## src/rtl/triplet_capture_fifo.sv

```systemverilog
// Atomic x/y/z triplet capture into a first-word-fall-through FIFO with sequence numbering and drop counting.
// Optional build macro TRIPLET_TS_EN adds a per-triplet 32-bit cycle timestamp on m_ts_o.
module triplet_capture_fifo #(
   parameter int DEPTH = 16,
   parameter int CNT_W = 16
) (
   input  logic                       clk,
   input  logic                       rst_n,
   input  logic                       clear_i,
   input  logic                       sample_i,
   input  logic [31:0]                x_i,
   input  logic [31:0]                y_i,
   input  logic [31:0]                z_i,
   output logic                       m_valid_o,
   input  logic                       m_ready_i,
   output logic [31:0]                m_x_o,
   output logic [31:0]                m_y_o,
   output logic [31:0]                m_z_o,
   output logic [CNT_W-1:0]           m_seq_o,
`ifdef TRIPLET_TS_EN
   output logic [31:0]                m_ts_o,
`endif
   output logic [$clog2(DEPTH):0]     level_o,
   output logic                       overflow_o,
   output logic [CNT_W-1:0]           drop_cnt_o
);

   localparam int PW = $clog2(DEPTH);
   localparam int LW = PW + 1;

   logic [31:0]      mem_x [DEPTH];
   logic [31:0]      mem_y [DEPTH];
   logic [31:0]      mem_z [DEPTH];
   logic [CNT_W-1:0] mem_seq [DEPTH];

   logic [PW-1:0]    wr_q;
   logic [PW-1:0]    rd_q;
   logic [PW-1:0]    rd_nxt;
   logic [LW-1:0]    level_q;
   logic [LW-1:0]    remain;
   logic [CNT_W-1:0] seq_q;
   logic [CNT_W-1:0] drop_q;
   logic             ovf_q;

   logic full;
   logic pop;
   logic push;
   logic drop;
   logic load_in;
   logic load_mem;
   logic wr_en;

   assign full     = (level_q == LW'(DEPTH));
   assign pop      = m_valid_o & m_ready_i;
   assign push     = sample_i & (~full | pop);
   assign drop     = sample_i & full & ~pop;
   assign remain   = level_q - LW'(pop);
   assign rd_nxt   = rd_q + PW'(1);
   // Head register takes the incoming triplet only when it becomes the sole entry.
   assign load_in  = push & (remain == '0);
   assign load_mem = pop & (remain != '0);
   assign wr_en    = push & rst_n & ~clear_i;

   assign m_valid_o  = (level_q != '0);
   assign level_o    = level_q;
   assign overflow_o = ovf_q;
   assign drop_cnt_o = drop_q;

`ifdef TRIPLET_TS_EN
   logic [31:0] ts_cnt_q;
   logic [31:0] mem_ts [DEPTH];

   always_ff @(posedge clk) begin
      if (!rst_n) begin
         ts_cnt_q <= '0;
         m_ts_o   <= '0;
      end else begin
         ts_cnt_q <= ts_cnt_q + 32'd1;
         if (!clear_i) begin
            if (load_in)
               m_ts_o <= ts_cnt_q;
            else if (load_mem)
               m_ts_o <= mem_ts[rd_nxt];
         end
      end
   end

   always_ff @(posedge clk) begin
      if (wr_en)
         mem_ts[wr_q] <= ts_cnt_q;
   end
`endif

   always_ff @(posedge clk) begin
      if (wr_en) begin
         mem_x[wr_q]   <= x_i;
         mem_y[wr_q]   <= y_i;
         mem_z[wr_q]   <= z_i;
         mem_seq[wr_q] <= seq_q;
      end
   end

   always_ff @(posedge clk) begin
      if (!rst_n) begin
         wr_q    <= '0;
         rd_q    <= '0;
         level_q <= '0;
         seq_q   <= '0;
         drop_q  <= '0;
         ovf_q   <= 1'b0;
         m_x_o   <= '0;
         m_y_o   <= '0;
         m_z_o   <= '0;
         m_seq_o <= '0;
      end else if (clear_i) begin
         // Head data registers keep their last value; only the valid state is flushed.
         wr_q    <= '0;
         rd_q    <= '0;
         level_q <= '0;
         seq_q   <= '0;
         drop_q  <= '0;
         ovf_q   <= 1'b0;
      end else begin
         if (push)
            wr_q <= wr_q + PW'(1);
         if (pop)
            rd_q <= rd_nxt;
         level_q <= level_q + LW'(push) - LW'(pop);
         seq_q   <= seq_q + CNT_W'(sample_i);
         if (drop) begin
            ovf_q <= 1'b1;
            if (drop_q != '1)
               drop_q <= drop_q + CNT_W'(1);
         end
         if (load_in) begin
            m_x_o   <= x_i;
            m_y_o   <= y_i;
            m_z_o   <= z_i;
            m_seq_o <= seq_q;
         end else if (load_mem) begin
            m_x_o   <= mem_x[rd_nxt];
            m_y_o   <= mem_y[rd_nxt];
            m_z_o   <= mem_z[rd_nxt];
            m_seq_o <= mem_seq[rd_nxt];
         end
      end
   end

endmodule

```

## config.mk

```make
export PLATFORM = sky130hd
export DESIGN_NAME = triplet_capture_fifo
export DESIGN_NICKNAME = d
export VERILOG_FILES = /design/src/rtl/triplet_capture_fifo.sv
export SDC_FILE = /design/constraint.sdc
export NUM_CORES = 2
export LEC_CHECK = 0
export CORE_MARGIN = 2
export CORE_UTILIZATION = 30
export DETAILED_ROUTE_END_ITERATION = 7
export DONT_BUFFER_PORTS = 1
export GPL_TIMING_DRIVEN = 0
export HOLD_SLACK_MARGIN = 0.15
export PLACE_DENSITY_LB_ADDON = 0.05
export SLEW_MARGIN = 25
export SYNTH_ARGS = -nofsm -noshare
export SYNTH_HDL_FRONTEND = slang
export SYNTH_SLANG_ARGS = --single-unit
```

## constraint.sdc

```tcl
create_clock -name clk -period 9.8 [get_ports clk]
set_input_delay 1.47 -clock clk [delete_from_list [all_inputs] [get_ports clk]]
set_output_delay 1.47 -clock clk [all_outputs]
set_load 0.01 [all_outputs]
```

==> results.md <==
- Vias post-DR: around 36000
- Hold Startpoint: overflow_o$_SDFFE_PP0P_
- #FFs+latches synth: 1950
- Critical Path Max Stage Delay: roughly 700 ps
- Setup violators final: 0
- Min-delay worst type: reg -> reg
- Max Cap Viol: 0
- Period utilization: 54.6%
- Nets: between 3000 and 4000
- DRT antenna net count: 0
- Sink Count: 1950
- Post-CTS Resized: 0
- CTS max path bufs: 3
- Layout Area Growth over Synthesis: 20.4%
- Fraction of layout cells with a size suffix above 1: around 27%
- Syn_nets: approximately 3400
- Worst slew margin: a little under a quarter
- Pleak: 0.0269 µW
- Reg2reg path depth: 14
- First-pass GRT wire length: 303000 µm
- Most used cell, CP: inv_1
- Ys async rst share: 0%
- Synthesized instance count: 3289
- Yosys top cell area share: 73.9%
- Crit. End Element: flop
- Power Density: 224 nW/µm²
- Worst EP arrival: 6070 ps
- CP Class: reg -> reg
- CTS root buf: clkbuf_16
- Finished Layout Cells: just over 7000
- Maximum vdd drop: 0.146 mV
- Post-Syn Area: approximately 73000 µm²
- Mean area per synthesized cell: 22.1 µm²
- Reg2reg start: level_o[2]$_SDFF_PP0_
- Sequential fraction of the synthesis area: about four fifths
- Top cells by area, synth: edfxtp_1 74%, mux4_2 14%, dfxtp_1 4.3%, a22oi_1 2.3%, a221o_1 1.5%
- RSZ-0062 raised after global routing: no
- Worst setup margin: 4450 ps
- Post-CTS Hold Buffers: 0
- Post-Route WL: 219000 µm
- TritonCTS buffer count: 217
- Core area: 241000 µm²
- GR Layer Usage met2: ~29%
- Met3 usage: 4.27%
- Largest net degree at the start of global routing: 23
- Slowest CP cell: clkbuf_1
- Drt drc: 0
- Gr ovfl total: 0
- Final hold vios: 0
- Hold Crit Depth: 2
- Ys Warns: 0
- Dpl ws: 4300 ps
- Die area: 247000 µm²
- Initial antenna violation count: 11
- Starting Density: 30.2%
- Req. time, crit path: ~11000 ps
- WL/cell: 31.0 µm
- Primary FF master, synth: edfxtp_1
- Worst Path Max Fanout: 10
- Clock Skew: about 32 ps
- Design Power: 19600 µW
- Final setup TNS: 0 ps
- GR Util met1: 23.2%
- Min cycle time layout: 5350 ps
- Synth area leader: edfxtp_1
- GR peak layer: met2
- DP Wirelength: 147000 µm
- Vias in the first global route: 38000
- Post-CTS Setup Bufs: 0
- Startpoint types: flop
- Placed cells: between 6000 and 7000
- Setup slack, reg-to-reg: 4450 ps
- Slew @ Worst Pin: 1140 ps
- Htree depth: 4
- TritonCTS clock tree: done
- Critical path depth: 14
- Die height: a little under 500 µm
- Core Rows: 180
- Routability cong.: 0.727
- Number of enable flip-flop cells after synthesis: 1792
- Die Wd: 497 µm
- Top delay family on crit path: compound AO/OA/AOI/OAI gates
- Status: finished clean
- Synth unique cells: 40
- Slew Limit Fails: 0
- R2R Path End: m_z_o[3]$_SDFFE_PN0P_
- # IOs: 236
- WP buf/inv: 5
- Later-pin clock latency in the skew report: around 850 ps
- Crit path cell chain: inv_1 -> ha_1 -> inv_1 -> o41ai_2 -> inv_1 -> ha_1 -> nand2b_1 -> a21oi_1 -> o21ai_1 -> o21ai_2 -> buf_2 -> clkbuf_1 -> a21oi_1 -> a221o_1
- DR iter-0 viols: 3071
- TritonRoute pass-1 iters: 5
- FMAX: 187 MHz
- Clock slew at reported path FFs: 60 ps
- I/O Buffers: 0
- Vias per cell: 5.06
- Hold worst-path end: overflow_o$_SDFFE_PP0P_
- GRT Util Overall: 17.7%
==> sequential cells by signal, summed over array words and instances, names as in the netlist, 5 cells and up <==
signal and flops:
drop_cnt_o 16, level_o 5, m_seq_o 16, m_x_o 32, m_y_o 32, m_z_o 32, mem_seq 256, mem_x 512
mem_y 512, mem_z 512, seq_q 16
==> stage by stage <==
stage | hold slack, ps | util [%] | instance area (µm²)
after detailed placement | 495 | 33.4 | 80500
after CTS | 509 | 36.4 | 87600
after global routing | 551 | 36.4 | 87700
after global placement | 493 | 31.9 | 76800
after floorplan | 470 | - | 72800
final | 501 | 36.4 | 87700
==> tightest hold or removal path, cell delays in order (launching register included) <==
cell and delay (ps):
dfxtp_1 340, inv_1 60, a21oi_1 50
==> cells in the mapped netlist (9+ instances only) <==
library cell and instances:
nor2_1 59, a21oi_1 126, buf_6 9, a221o_1 112, nand4_1 12, ha_1 18
inv_1 17, xnor2_1 10, dfxtp_1 158, clkbuf_1 106, buf_1 18, nand3_1 12
xor2_1 26, edfxtp_1 1792, mux4_2 448, nand2_1 21, buf_2 61, a22oi_1 224
==> routing by layer <==
layer / wire length, µm / part of all wire (%) / vias up
met5: 0 / 0 / -
met1: 93000 / 42 / 19500
met3: 14300 / 6.5 / 301
met4: 4810 / 2.2 / 0
met2: 107000 / 49 / 1023
li1: - / - / 14900
==> how the worst max path moves through the flow <==
stage          slack [ps]             startpoint                        to
2_1_floorplan        2330              m_ready_i  mem_seq[14][0]$_DFFE_PP_
3_3_place_gp        -6030              m_ready_i    mem_z[6][26]$_DFFE_PP_
3_5_place_dp         4300              m_ready_i     m_z_o[3]$_SDFFE_PN0P_
4_1_cts              4370  level_o[2]$_SDFF_PP0_     m_z_o[3]$_SDFFE_PN0P_
5_1_grt              4120  level_o[2]$_SDFF_PP0_     m_z_o[3]$_SDFFE_PN0P_
6_report             4450  level_o[2]$_SDFF_PP0_     m_z_o[3]$_SDFFE_PN0P_
==> cell type report <==
cell class              instances  area, µm²
flip-flops and latches       1950      57000
multi-input cells            1127      15000
clock buffers                 293       6010
clock inverters               119       1130
diodes                          2       5.00
plain buffers                 195        908
inverters                      17       63.8
fillers                     22000     153000
repair buffers                172       3540
well taps                    3185       3990
==> power by group <==
group          internal, µW  switching, µW
Combinational           870           1130
Sequential             9250            278
Clock                  4720           3380
Total                 14800           4790
==> cells in the final DEF, fill, tap and decap left out, types with 7 or more instances in the layout <==
cell type   Yosys  final
a21oi_1       126    126
a221o_1       112    112
a22oi_1       224    224
and3_1          8      8
buf_1          18     18
buf_12          0     41
buf_16          0     72
buf_2          61     61
buf_6           9     47
buf_8           0     20
bufinv_16       0     16
clkbuf_1      106    132
clkbuf_16       0    219
clkbuf_2        0     23
clkbuf_8        0     25
clkinv_1        0     35
clkinv_2        0     36
clkinvlp_4      0     14
dfxtp_1       158    158
edfxtp_1     1792   1792
ha_1           18     18
inv_1          17     17
inv_6           0      7
mux4_2        448    448
nand2_1        21     21
nand3_1        12     12
nand4_1        12     12
nor2_1         59     47
nor2_4          0     12
xnor2_1        10     10
xor2_1         26     26
==> kinds of logic (layout without fill, tap and decap cells) <==
family,count (synthesis),count (layout),share of synthesized area [%]
other cells,0,2,0
simple gates,143,143,0.942
flops,1950,1950,78.2
xor+xnor,36,36,0.433
fa+ha+maj,19,19,0.337
compound gates,480,480,4.88
buf+inv,212,796,1.30
mux,449,449,13.9
No activity file was read; power rests on OpenSTA's default activity.
